==> config.mk <==
export PLATFORM = sky130hd
export DESIGN_NAME = ekf_stage_seq
export DESIGN_NICKNAME = d
export VERILOG_FILES = /design/src/rtl/ekf_pkg.sv /design/src/rtl/ekf_cmd_fetch.sv /design/src/rtl/ekf_stage_seq.sv
export SDC_FILE = /design/constraint.sdc
export NUM_CORES = 1
export LEC_CHECK = 0
export ABC_AREA = 1
export CORE_MARGIN = 5
export CORE_UTILIZATION = 57
export CTS_BUF_LIST = sky130_fd_sc_hd__clkbuf_8 sky130_fd_sc_hd__clkbuf_16
export DETAILED_ROUTE_END_ITERATION = 12
export HOLD_SLACK_MARGIN = 0.12
export PLACE_DENSITY = 0.87
export SLEW_MARGIN = 15
export SYNTH_ARGS = -nofsm -noshare
export SYNTH_HDL_FRONTEND = slang
export SYNTH_HIERARCHICAL = 1
export SYNTH_SLANG_ARGS = --single-unit
==> constraint.sdc <==
create_clock -name clk -period 7.5 [get_ports clk]
set_input_delay 2.25 -clock clk [delete_from_list [all_inputs] [get_ports clk]]
set_output_delay 2.25 -clock clk [all_outputs]
set_load 0.1 [all_outputs]
==> src/rtl/ekf_pkg.sv <==
// Shared definitions for the EKF-SLAM command sequencer: stage codes,
// command header layout and sequencer FSM states.
package ekf_pkg;

  typedef enum logic [2:0] {
    STG_IDLE  = 3'd0,
    STG_PRD   = 3'd1,
    STG_NEW   = 3'd2,
    STG_UPD   = 3'd3,
    STG_ASSOC = 3'd4
  } stage_e;

  localparam int HDR_CODE_LSB = 0;
  localparam int HDR_LK_LSB   = 3;
  localparam int HDR_LAST_BIT = 31;
  localparam int CMD_WORDS    = 3;

  typedef enum logic [2:0] {
    S_IDLE,
    S_FETCH,
    S_DECODE,
    S_ISSUE,
    S_WAIT,
    S_DONE,
    S_ERR
  } seq_state_e;

  function automatic logic is_legal_stage(input logic [2:0] code);
    return (code >= 3'd1) && (code <= 3'd4);
  endfunction

endpackage

==> src/rtl/ekf_cmd_fetch.sv <==
// Three-word command read pipeline: owns the list pointer, issues reads to a
// 1-cycle-latency BRAM and captures header/op0/op1.
module ekf_cmd_fetch
  import ekf_pkg::*;
#(
  parameter int CMD_AW = 10
) (
  input  logic              clk,
  input  logic              sys_rst,
  input  logic              clear,
  input  logic              load,
  input  logic [CMD_AW-1:0] base,
  input  logic              go,
  input  logic              adv,
  output logic              cmd_en,
  output logic [CMD_AW-1:0] cmd_addr,
  input  logic [31:0]       cmd_dout,
  output logic              fetch_done,
  output logic [31:0]       hdr,
  output logic [31:0]       op0,
  output logic [31:0]       op1
);

  logic [CMD_AW-1:0] ptr;
  logic              rd_active;
  logic [1:0]        rd_idx;
  logic              cap_vld;
  logic [1:0]        cap_idx;

  assign cmd_en     = rd_active;
  // Address arithmetic is CMD_AW wide, so running off the top wraps to 0.
  assign cmd_addr   = ptr + CMD_AW'(rd_idx);
  assign fetch_done = cap_vld && (cap_idx == 2'd2);

  always_ff @(posedge clk or posedge sys_rst) begin
    if (sys_rst) begin
      ptr       <= '0;
      rd_active <= 1'b0;
      rd_idx    <= '0;
      cap_vld   <= 1'b0;
      cap_idx   <= '0;
      // NOTE: the capture words are a handful of flops, not a RAM, so they
      // take reset like everything else and never leak X into the operands.
      hdr       <= '0;
      op0       <= '0;
      op1       <= '0;
    end else begin
      if (load)     ptr <= base;
      else if (adv) ptr <= ptr + CMD_AW'(CMD_WORDS);

      if (clear) begin
        rd_active <= 1'b0;
        rd_idx    <= '0;
        cap_vld   <= 1'b0;
        cap_idx   <= '0;
      end else begin
        if (go) begin
          rd_active <= 1'b1;
          rd_idx    <= '0;
        end else if (rd_active) begin
          rd_idx <= rd_idx + 2'd1;
          if (rd_idx == 2'd2) rd_active <= 1'b0;
        end
        // Read data returns one cycle after the enable; track which word it is.
        cap_vld <= rd_active;
        cap_idx <= rd_idx;
        if (cap_vld) begin
          case (cap_idx)
            2'd0:    hdr <= cmd_dout;
            2'd1:    op0 <= cmd_dout;
            default: op1 <= cmd_dout;
          endcase
        end
      end
    end
  end

endmodule

==> src/rtl/ekf_stage_seq.sv <==
// Stage command sequencer feeding the EKF-SLAM Top core: fetches commands,
// issues stage_val pulses, waits for stage_rdy and tracks the landmark count.
module ekf_stage_seq
  import ekf_pkg::*;
#(
  parameter int RSA_DW  = 32,
  parameter int RSA_AW  = 17,
  parameter int ROW_LEN = 10,
  parameter int CMD_AW  = 10,
  parameter int VAL_LEN = 2
) (
  input  logic               clk,
  input  logic               sys_rst,
  input  logic               start,
  input  logic               abort,
  input  logic [CMD_AW-1:0]  cmd_base,
  input  logic [ROW_LEN-1:0] lm_init,
  output logic               cmd_en,
  output logic [CMD_AW-1:0]  cmd_addr,
  input  logic [31:0]        cmd_dout,
  output logic [2:0]         stage_val,
  input  logic [2:0]         stage_rdy,
  output logic [ROW_LEN-1:0] l_k,
  output logic [ROW_LEN-1:0] landmark_num,
  output logic [RSA_DW-1:0]  vlr,
  output logic [RSA_AW-1:0]  alpha,
  output logic [RSA_DW-1:0]  rk,
  output logic [RSA_AW-1:0]  phi,
  output logic               busy,
  output logic               done,
  output logic               err
);

  localparam int VC_W = $clog2(VAL_LEN + 1);
  localparam logic [VC_W-1:0] VAL_LAST = VC_W'(VAL_LEN - 1);

  seq_state_e  state, state_nxt;
  logic        fetch_go, fetch_load, fetch_adv, fetch_done;
  logic [31:0] hdr, op0, op1;
  logic        start_run, latch_cmd, set_err, complete;
  logic [2:0]  cur_code;
  logic        last_flag;
  logic        rdy_seen;
  logic [VC_W-1:0] val_cnt;
  logic [2:0]  hdr_code;
  logic        rdy_hit;
  logic        unused_hdr_bits;

  assign hdr_code        = hdr[HDR_CODE_LSB +: 3];
  assign rdy_hit         = (stage_rdy == cur_code);
  assign unused_hdr_bits = ^{hdr[HDR_LAST_BIT-1:HDR_LK_LSB+ROW_LEN], op1[31:RSA_AW]};

  ekf_cmd_fetch #(.CMD_AW(CMD_AW)) u_fetch (
    .clk        (clk),
    .sys_rst    (sys_rst),
    .clear      (abort),
    .load       (fetch_load),
    .base       (cmd_base),
    .go         (fetch_go),
    .adv        (fetch_adv),
    .cmd_en     (cmd_en),
    .cmd_addr   (cmd_addr),
    .cmd_dout   (cmd_dout),
    .fetch_done (fetch_done),
    .hdr        (hdr),
    .op0        (op0),
    .op1        (op1)
  );

  always_comb begin
    // NOTE: every output of this block gets a default before the case, so no
    // path leaves one unassigned and no latch is inferred.
    state_nxt  = state;
    fetch_go   = 1'b0;
    fetch_load = 1'b0;
    fetch_adv  = 1'b0;
    start_run  = 1'b0;
    latch_cmd  = 1'b0;
    set_err    = 1'b0;
    complete   = 1'b0;
    case (state)
      S_IDLE: if (start) begin
        state_nxt  = S_FETCH;
        fetch_go   = 1'b1;
        fetch_load = 1'b1;
        start_run  = 1'b1;
      end
      S_FETCH:  if (fetch_done) state_nxt = S_DECODE;
      S_DECODE: if (is_legal_stage(hdr_code)) begin
        latch_cmd = 1'b1;
        state_nxt = S_ISSUE;
      end else begin
        set_err   = 1'b1;
        state_nxt = S_ERR;
      end
      S_ISSUE:  if (val_cnt == VAL_LAST) state_nxt = S_WAIT;
      S_WAIT: if (rdy_seen || rdy_hit) begin
        complete = 1'b1;
        if (last_flag) begin
          state_nxt = S_DONE;
        end else begin
          state_nxt = S_FETCH;
          fetch_go  = 1'b1;
          fetch_adv = 1'b1;
        end
      end
      default: state_nxt = S_IDLE;
    endcase
    // Abort wins over everything, including the side effects above.
    if (abort) begin
      state_nxt  = S_IDLE;
      fetch_go   = 1'b0;
      fetch_load = 1'b0;
      fetch_adv  = 1'b0;
      start_run  = 1'b0;
      latch_cmd  = 1'b0;
      set_err    = 1'b0;
      complete   = 1'b0;
    end
  end

  // NOTE: all state below is updated with non-blocking assignments so every
  // register sees the pre-edge values of its neighbours.
  always_ff @(posedge clk or posedge sys_rst) begin
    if (sys_rst) begin
      state        <= S_IDLE;
      cur_code     <= '0;
      last_flag    <= 1'b0;
      rdy_seen     <= 1'b0;
      val_cnt      <= '0;
      l_k          <= '0;
      landmark_num <= '0;
      vlr          <= '0;
      alpha        <= '0;
      rk           <= '0;
      phi          <= '0;
      err          <= 1'b0;
    end else begin
      state <= state_nxt;
      if (start_run) begin
        landmark_num <= lm_init;
        err          <= 1'b0;
      end
      if (set_err) err <= 1'b1;
      if (latch_cmd) begin
        cur_code  <= hdr_code;
        last_flag <= hdr[HDR_LAST_BIT];
        l_k       <= hdr[HDR_LK_LSB +: ROW_LEN];
        val_cnt   <= '0;
        rdy_seen  <= 1'b0;
        if (hdr_code == STG_PRD) begin
          vlr   <= op0[RSA_DW-1:0];
          alpha <= op1[RSA_AW-1:0];
        end else begin
          rk    <= op0[RSA_DW-1:0];
          phi   <= op1[RSA_AW-1:0];
        end
      end
      // An early completion is remembered; the pulse still runs full length.
      if (state == S_ISSUE) begin
        val_cnt <= val_cnt + 1'b1;
        if (rdy_hit) rdy_seen <= 1'b1;
      end
      if (complete && (cur_code == STG_NEW) && (landmark_num != '1))
        landmark_num <= landmark_num + 1'b1;
    end
  end

  assign stage_val = (state == S_ISSUE) ? cur_code : 3'd0;
  assign busy      = (state == S_FETCH) || (state == S_DECODE) ||
                     (state == S_ISSUE) || (state == S_WAIT);
  assign done      = (state == S_DONE);

endmodule

==> flow_metrics.tcl, run 1 <==
set metrics [dict create \
    grtUsageTotal_pct 24.7 \
    root_buffer "clkbuf_16" \
    dieHeight_um 136 \
    fin_skew_ns 0.0185 \
    globalplace.congestion 0.892 \
    worstPathCellList "nor2_1, inv_1, nor2_1, inv_1, nand4_1, clkdlybuf4s50_1" \
    fillCellCount 1135 \
    insertion_delay_ns 0.50 \
    fin_tns_setup_ns 0 \
    cellPowerDensity_nw_per_um2 445 \
    fin_crit_ns 5.55 \
    drv_cap 0 \
    path_clk_slew_ns 0.06 \
    grt_pass1_vias 7237 \
    cp-startpoint "state[1]$_DFFE_PP0P_" \
    worstReg2RegStart "state[1]$_DFFE_PP0P_" \
    cp_top_family "buffers and inverters" \
    path_max_fanout 14 \
    clk_path_buf_depth 3 \
    cp.arrival_ns 3.30 \
    hold_viol 0 \
    drive_gt1_share_pct 7.17 \
    r2r_slack_ns 4.91 \
    cp_num_cells 6 \
    rr_endpoint "u_fetch/ptr[3]$_DFFE_PP0P_" \
    cts_buffers 22 \
    post-route-period-util_pct 73.9 \
    reg2reg_depth 9 \
    critPathRequiredTime_ns 5.25 \
    cpPeakStageDelay_ns 1.14 \
    syn_inst 1009 \
    num_antenna_cells 0 \
    slew-limit-headroom_pct 28.5 \
    cts_tree "done" \
    start_util_pct 57.5 \
    viasPerCell 5.27 \
    std_cell_rows 46 \
    drcViolationCount 0 \
    vias 7452 \
    maxClockFrequency_ghz 0.180 \
    yosys_warnings 6 \
    dr.pass1.iters 5 \
    cp_slowest_cell "clkdlybuf4s50_1" \
    cts_max_level 1 \
    synth_nets 1075 \
    numClockSinks 208 \
    coreArea_um2 15700 \
    nNetsFinal 1249 \
    ir_drop_uv 406 \
    synth.avg_cell_area_um2 8.92 \
    worstSetupEndpoint "busy" \
    tightest_slew_ns 1.07 \
    fin_util_pct 74.9 \
    area_growth_pct 30.3 \
    antenna_found_initial 0 \
    power.leakage_uw 0.00549 \
    antenna_left 0 \
    outcome "complete, no violations" \
    setup_violations 0 \
    io_pins 194 \
    maxSlewViolCount 0 \
    multi_input_area_um2 3010 \
    cts_resized 0 \
    overflow 0 \
    hp-start "u_fetch/hdr[7]$_DFFE_PP0P_" \
    rsz0062_at_grt "no" \
    cp-end-kind "output port" \
    grt_pass1_wl_mm 36.6 \
    grt_max_degree 99 \
    detailed_place_hpwl_mm 15.2 \
    die_area_um2 18400 \
    port-buffer-count 193 \
    criticalPathCategory "register to output port" \
    hold_buffers 0 \
    postCtsSetupBuffers 0 \
    syn_area_um2 9000 \
    register_area_um2 5200 \
    routedWlPerCell_um 15.9 \
    wirelength_mm 22.5 \
    hold_path.class "register to register" \
    worstSetupStartpointType "register" \
    drtIter0Drc 563 \
    die_w_um 136 \
    crit_buf_inv 3 \
]
-- worst min-delay path, cell delays in order, from the launching register on --
cell and delay, ns:
dfrtp_1 0.34, nand2_1 0.05, nand2_1 0.05
-- worst min-delay path by stage --
stage                             endpoint  cells past startpoint
2_1_floorplan           l_k[0]$_DFFE_PP0P_                      2
3_3_place_gp            l_k[2]$_DFFE_PP0P_                      2
3_5_place_dp            l_k[3]$_DFFE_PP0P_                      2
4_1_cts                 l_k[4]$_DFFE_PP0P_                      2
5_1_grt        u_fetch/op0[10]$_DFFE_PP0P_                      2
6_report                l_k[4]$_DFFE_PP0P_                      2
-- flip-flops by register name (all words and copies together), names as in the netlist, 2 cells and up --
name / flops
u_fetch/rd_idx: 2
val_cnt: 2
u_fetch/cap_idx: 2
u_fetch/hdr: 14
alpha: 17
l_k: 10
u_fetch/op0: 32
cur_code: 3
phi: 17
landmark_num: 10
u_fetch/op1: 17
state: 3
vlr: 32
u_fetch/ptr: 10
rk: 32
-- placed cells by master, fill, tap and decap left out, types with 9 or more instances in the layout --
| cell type | count |
|---|---|
| clkbuf_16 | 23 |
| clkbuf_8 | 9 |
| clkdlybuf4s50_1 | 193 |
| dfrtp_1 | 208 |
| inv_1 | 137 |
| nand2_1 | 300 |
| nand3_1 | 32 |
| nand4_1 | 16 |
| nor2_1 | 36 |
| o21ai_0 | 105 |
| o21ai_1 | 40 |
| o21ai_2 | 32 |
| xor2_1 | 13 |
-- power breakdown --
part / internal [uW] / switching (uW)
combinational: 576 / 1950
sequential: 1400 / 221
clock: 645 / 434
-- layout make-up --
class,instances,share of cell area (%)
Clock buffer,32,5.96
Clock inverter,8,0.341
Inverter,136,4.41
Multi-Input combinational cell,618,25.7
Sequential cell,208,44.4
Tap cell,216,2.30
Timing Repair Buffer,197,16.9
-- metrics by stage --
| step | hold WS [ns] | setup WS (ns) | cells | total power, uW | cell area [um^2] |
|---|---|---|---|---|---|
| after global placement | 0.456 | 2.60 | 1374 | 4090 | 11000 |
| after global routing | 0.497 | 1.75 | 1415 | 5460 | 11700 |
| after floorplan | 0.442 | 1.81 | 1009 | 3540 | 9000 |
| after CTS | 0.480 | 1.99 | 1414 | 5240 | 11700 |
| after detailed placement | 0.464 | 2.53 | 1374 | 4150 | 11000 |
| final | 0.475 | 1.95 | 1415 | 5220 | 11700 |
-- per-layer routing --
metal	GRT usage [%]	wire length, um	up-vias
li1	-	-	3538
met1	31.8	9050	3583
met2	42.2	11000	291
met3	5.94	1900	40
met4	6.49	532	0
met5	0	0	-
(Power assumes the default switching activity.)
==> inputs of run 2 (changes only) <==
CORE_UTILIZATION = 47   (was 57)
PLACE_DENSITY = 0.76   (was 0.87)
clock period = 4.7 ns   (was 7.5 ns; I/O delays follow)
==> run 2 against run 1 <==
Against the previous run: largest cell class unchanged; clock power up 63%; total power up 60%; global-route usage down 4.9 points; critical path type unchanged; combinational power up 58%; count of clock-buffer cells in the layout down 4; final cell count up 1.8%; register-to-register slack worse by 2.4 ns; sequential power up 60%; die area up 20%; clock skew down 0.0062 ns; first-iteration DRC count down 25%.
==> flow_metrics.tcl, run 2 (synthesis gave the netlist of run 1 again) <==
set metrics [dict create \
    outcome "complete, no violations" \
    cp_top_family "buffers and inverters" \
    fin_tns_setup_ns 0 \
    drv_cap 0 \
    nNetsFinal 1257 \
    setup_ws_ns 0.932 \
    ir_drop_uv 687 \
    start_util_pct 47.9 \
    final_cell_mix "nand2_1, dfrtp_1, clkdlybuf4s50_1" \
    cts_buffers 23 \
    setup_violations 0 \
    die_area_um2 22000 \
    die_w_um 148 \
    grt_pass1_vias 7001 \
    num_antenna_cells 0 \
    cp.arrival_ns 2.36 \
    reg_top3 "rk: 32 flops, u_fetch/op0: 32 flops, vlr: 32 flops" \
    port-buffer-count 193 \
    pwr-share-comb_pct 47.9 \
    coreArea_um2 18800 \
    cts_tree "done" \
    overflow 0 \
    antenna_left 0 \
    criticalPathCategory "register to output port" \
    grt_pass1_wl_mm 35.8 \
    p_sw_share_pct 49.4 \
    rsz0062_at_grt "no" \
    routedWlPerCell_um 15.3 \
    register_area_um2 5200 \
    fin_crit_ns 3.77 \
    tightest_slew_ns 1.07 \
    insertion_delay_ns 0.49 \
    pre_cts_ws_ns 1.07 \
    fin_util_pct 62.8 \
    hold_buffers 0 \
    postCtsSetupBuffers 0 \
    cp_slowest_cell "clkdlybuf4s50_1" \
    io_pins 194 \
    critPathRequiredTime_ns 3.29 \
    p_seq_share_pct 31.0 \
    crit_buf_inv 1 \
    area_growth_pct 31.0 \
    cp-end-kind "output port" \
    path_max_fanout 6 \
    hold_viol 0 \
    drcViolationCount 0 \
    globalplace.congestion 0.835 \
    grt_max_degree 99 \
    worstPathCellList "ha_1, clkdlybuf4s50_1" \
    multi_input_area_um2 3010 \
    grtUsageTotal_pct 19.8 \
    antenna_found_initial 0 \
    place_area_um2 11000 \
    maxClockFrequency_ghz 0.265 \
    path_clk_slew_ns 0.06 \
    hold_path.class "register to register" \
    wirelength_mm 22.1 \
    vias 7249 \
    switchingPower_uw 4130 \
    fillCellCount 1596 \
    std_cell_rows 50 \
    maxSlewViolCount 0 \
    cpPeakStageDelay_ns 1.13 \
    power.leakage_uw 0.00555 \
    design_area_um2 11800 \
    drive_gt1_share_pct 8.79 \
    viasPerCell 5.03 \
    detailed_place_hpwl_mm 15.7 \
    clkPwrFrac_pct 21.0 \
    dieHeight_um 148 \
    cellPowerDensity_nw_per_um2 709 \
    drtIter0Drc 422 \
    numClockSinks 208 \
    worstSetupStartpointType "register" \
    dr.pass1.iters 5 \
    root_buffer "clkbuf_16" \
    slew-limit-headroom_pct 28.2 \
    internal-power_uw 4220 \
    clk_path_buf_depth 3 \
    fin_skew_ns 0.0124 \
    cts_resized 0 \
    final_common_cell "nand2_1" \
    cts_max_level 1 \
    post-route-period-util_pct 80.2 \
]
==> run 2: cell types whose count changed in the layout (fill, tap and decap cells not counted), sizes merged <==
cell	previous run	this run
bufinv	0	2
clkinv	2	5
inv	141	140
clkbuf	32	28
buf	4	24
clkdlybuf4s50	193	180
==> run 2: final cells by class <==
class                      instances  share of cell area, %
clock inverter                    12                  0.913
tap                              234                   2.48
sequential                       208                   44.2
multi-input combinational        618                   25.6
clock buffer                      28                   5.47
timing repair buffer             204                   17.0
inverter                         136                   4.37
==> run 2: worst min-delay path: cells and delay by family, from the launching register on <==
kind             cells  cell delay [ns]
DFF                  1             0.35
and+or+nand+nor      2             0.09
==> run 2: path summary, 6_finish.rpt <==
check	start	to	slack (ns)	cells after the start
setup / recovery	u_fetch/ptr[0]$_DFFE_PP0P_	cmd_addr[0]	0.93	2
hold / removal	u_fetch/hdr[4]$_DFFE_PP0P_	l_k[1]$_DFFE_PP0P_	0.47	2
setup reg to reg	u_fetch/hdr[1]$_DFFE_PP0P_	phi[9]$_DFFE_PP0P_	2.54	7
hold reg to reg	u_fetch/hdr[4]$_DFFE_PP0P_	l_k[1]$_DFFE_PP0P_	0.47	2
max in group asynchronous	sys_rst	l_k[0]$_DFFE_PP0P_	2.41	3
min in group asynchronous	sys_rst	u_fetch/op0[11]$_DFFE_PP0P_	1.34	2
==> run 2: stage by stage <==
stage               power (uW)  cells  hold WS, ns
floorplan                 5650   1009        0.442
detailed placement        6620   1400        0.456
global route              8770   1440        0.492
finish                    8350   1440        0.472
global placement          6570   1400        0.463
CTS                       8420   1440        0.478
==> run 2: power groups by stage <==
| stage | Clock [uW] | Combinational [uW] | Sequential [uW] |
|---|---|---|---|
| finish | 1760 | 4000 | 2590 |
| global placement | 0 | 3970 | 2600 |
| CTS | 1800 | 4020 | 2590 |
| detailed placement | 0 | 4010 | 2610 |
| floorplan | 0 | 1370 | 4280 |
| global route | 1890 | 4230 | 2650 |
==> run 2: layer usage <==
metal	vias up	GRT usage (%)	part of all wire [%]
met5	-	0	0
met4	0	3.42	0.99
met3	14	4.72	7.7
met2	217	32.6	48
met1	3459	27.3	43
li1	3559	-	-
==> inputs of run 3 (changes only) <==
clock period = 3.2 ns   (was 4.7 ns; I/O delays follow)
==> run 3 against run 2 <==
Against the previous run: critical path depth rose by 5; worst hold slack improved by 0.0028 ns; flip-flop and latch count did not move; setup slack got worse by 0.85 ns; wire length fell by 1.2%; register-to-register slack got worse by 1.4 ns; clock power rose by 40%; non-clock buffer count rose by 6; total power rose by 47%; die area did not move; sequential share of layout area rose by 0.094 points; largest cell class unchanged; largest power group unchanged.
==> flow_metrics.tcl, run 3 (synthesis gave the netlist of run 1 again) <==
set metrics [dict create \
    outcome "complete, no violations" \
    port-buffer-count 193 \
    num_antenna_cells 0 \
    antenna_found_initial 2 \
    hold_viol 0 \
    die_w_um 148 \
    clk_path_buf_depth 3 \
    post-route-period-util_pct 97.4 \
    drcViolationCount 0 \
    rsz0062_at_grt "yes" \
    root_buffer "clkbuf_16" \
    drtIter0Drc 400 \
    internal-power_uw 6180 \
    pwr-share-comb_pct 49.0 \
    clkPwrFrac_pct 20.0 \
    r2r_slack_ns 1.12 \
    coreArea_um2 18800 \
    instances_no_fill 1445 \
    ir_drop_uv 800 \
    place_area_um2 11000 \
    criticalPathCategory "register to output port" \
    p_seq_share_pct 31.0 \
    std_cell_rows 50 \
    switchingPower_uw 6130 \
    tightest_slew_ns 0.709 \
    setup_violations 0 \
    drv_cap 0 \
    cp.arrival_ns 2.16 \
    final_cell_mix "nand2_1, dfrtp_1, buf_4" \
    reg_top3 "rk: 32 flops, u_fetch/op0: 32 flops, vlr: 32 flops" \
    cpPeakStageDelay_ns 0.40 \
    worstPathCellList "ha_2, fa_2, nand2_2, nor2_4, nand4_1, xor2_2, buf_12" \
    crit_buf_inv 1 \
    nNetsFinal 1262 \
    wirelength_mm 21.8 \
    hold_path.class "register to register" \
    area_growth_pct 30.7 \
    drive_gt1_share_pct 20.6 \
    cts_tree "done" \
    power.leakage_uw 0.00587 \
    overflow 0 \
    fin_util_pct 62.7 \
    insertion_delay_ns 0.49 \
    cp-end-kind "output port" \
    vias 7179 \
    io_pins 194 \
    cp_top_family "adder cells" \
    viasPerCell 4.97 \
    grt_pass1_wl_mm 36.6 \
    cellPowerDensity_nw_per_um2 1050 \
    fin_skew_ns 0.00812 \
    critPathRequiredTime_ns 2.24 \
    dr.pass1.iters 5 \
    die_area_um2 22000 \
    rr_endpoint "u_fetch/ptr[3]$_DFFE_PP0P_" \
    design_area_um2 11800 \
    hold_depth 2 \
    fin_crit_ns 3.12 \
    numClockSinks 208 \
    grtUsageTotal_pct 20.1 \
    hold_end "l_k[2]$_DFFE_PP0P_" \
    cts_buffers 22 \
    final_common_cell "nand2_1" \
    fillCellCount 1611 \
    grt_pass1_vias 7103 \
    maxClockFrequency_ghz 0.321 \
    fin_tns_setup_ns 0 \
    globalplace.congestion 0.818 \
    hp-start "u_fetch/hdr[5]$_DFFE_PP0P_" \
    cp_slowest_cell "dfrtp_1" \
    total_power_uw 12300 \
    grt_max_degree 130 \
    cts_max_level 1 \
    antenna_left 0 \
    reg2reg_depth 10 \
    worstReg2RegStart "state[1]$_DFFE_PP0P_" \
    worstSetupStartpointType "register" \
    routedWlPerCell_um 15.1 \
    detailed_place_hpwl_mm 15.6 \
    maxSlewViolCount 0 \
    dp.cells 1405 \
    dieHeight_um 148 \
    start_util_pct 47.9 \
    path_max_fanout 2 \
    p_sw_share_pct 49.8 \
    slew-limit-headroom_pct 52.8 \
    path_clk_slew_ns 0.06 \
]
## run 3: cell types whose count changed in the layout (fill, tap and decap cells not counted), moves of 2 or more
cell,before,now
nand2_2,1,3
clkinv_2,5,7
clkbuf_8,5,7
bufinv_16,2,0
buf_12,2,17
nand2_1,300,298
buf_4,22,135
xor2_1,13,5
inv_1,137,134
xor2_2,0,8
clkdlybuf4s50_1,180,58
## run 3: layer usage
layer / part of all wire [%] / track usage (%) / vias up
met2: 47 / 32.2 / 220
li1: - / - / 3555
met5: 0.11 / 0 / -
met4: 1.7 / 4.30 / 4
met3: 7.9 / 4.63 / 36
met1: 44 / 28.3 / 3364
## run 3: worst max-delay path by stage
stage / startpoint / endpoint / slack [ns] / cells after the start
2_1_floorplan: u_fetch/ptr[0]$_DFFE_PP0P_ / cmd_addr[8] / 0.02 / 6
3_3_place_gp: stage_rdy[1] / u_fetch/ptr[3]$_DFFE_PP0P_ / 0.46 / 10
3_5_place_dp: stage_rdy[0] / u_fetch/ptr[3]$_DFFE_PP0P_ / 0.34 / 11
4_1_cts: u_fetch/rd_idx[0]$_DFFE_PP0P_ / cmd_addr[8] / 0.01 / 7
5_1_grt: u_fetch/rd_idx[0]$_DFFE_PP0P_ / cmd_addr[6] / -0.01 / 6
6_report: u_fetch/rd_idx[0]$_DFFE_PP0P_ / cmd_addr[8] / 0.08 / 7
## run 3: area by class of cell
cell class	instances	area, um^2	share of cell area [%]
clock buffers	30	672	5.71
multi-input cells	618	3100	26.3
well taps	234	293	2.49
repair buffers	210	1930	16.4
inverters	136	515	4.38
flip-flops and latches	208	5200	44.3
clock inverters	9	45.0	0.383
## run 3: timing repair
action                     in CTS  in global routing
hold buffers                    0                  0
resized for setup               4                  2
setup endpoints to repair       2                  3
setup buffers                   1                  0
pin swaps                       3                  3
## run 3: worst register-to-register path, cell delays in order (launching register included)
cell     delay [ns]
dfrtp_1        0.43
nor2_1         0.20
inv_1          0.09
nor2_1         0.09
buf_4          0.22
nand3_1        0.16
nor2_1         0.24
nand2_1        0.15
inv_1          0.18
o21ai_0        0.10
o21ai_0        0.14
## run 3: power groups by stage
stage / sequential (uW) / clock, uW / combinational [uW]
after floorplan: 6300 / 0 / 2040
after global placement: 3840 / 0 / 5960
after detailed placement: 3850 / 0 / 6030
after CTS: 3820 / 2520 / 6060
after global routing: 3910 / 2640 / 6390
final: 3820 / 2460 / 6030
## run 3: metrics by stage
step / setup slack, ns / hold slack [ns]
2_1_floorplan: 0.0212 / 0.442
3_3_place_gp: 0.455 / 0.456
3_5_place_dp: 0.338 / 0.459
4_1_cts: 0.00975 / 0.473
5_1_grt: -0.0117 / 0.496
6_report: 0.0838 / 0.474
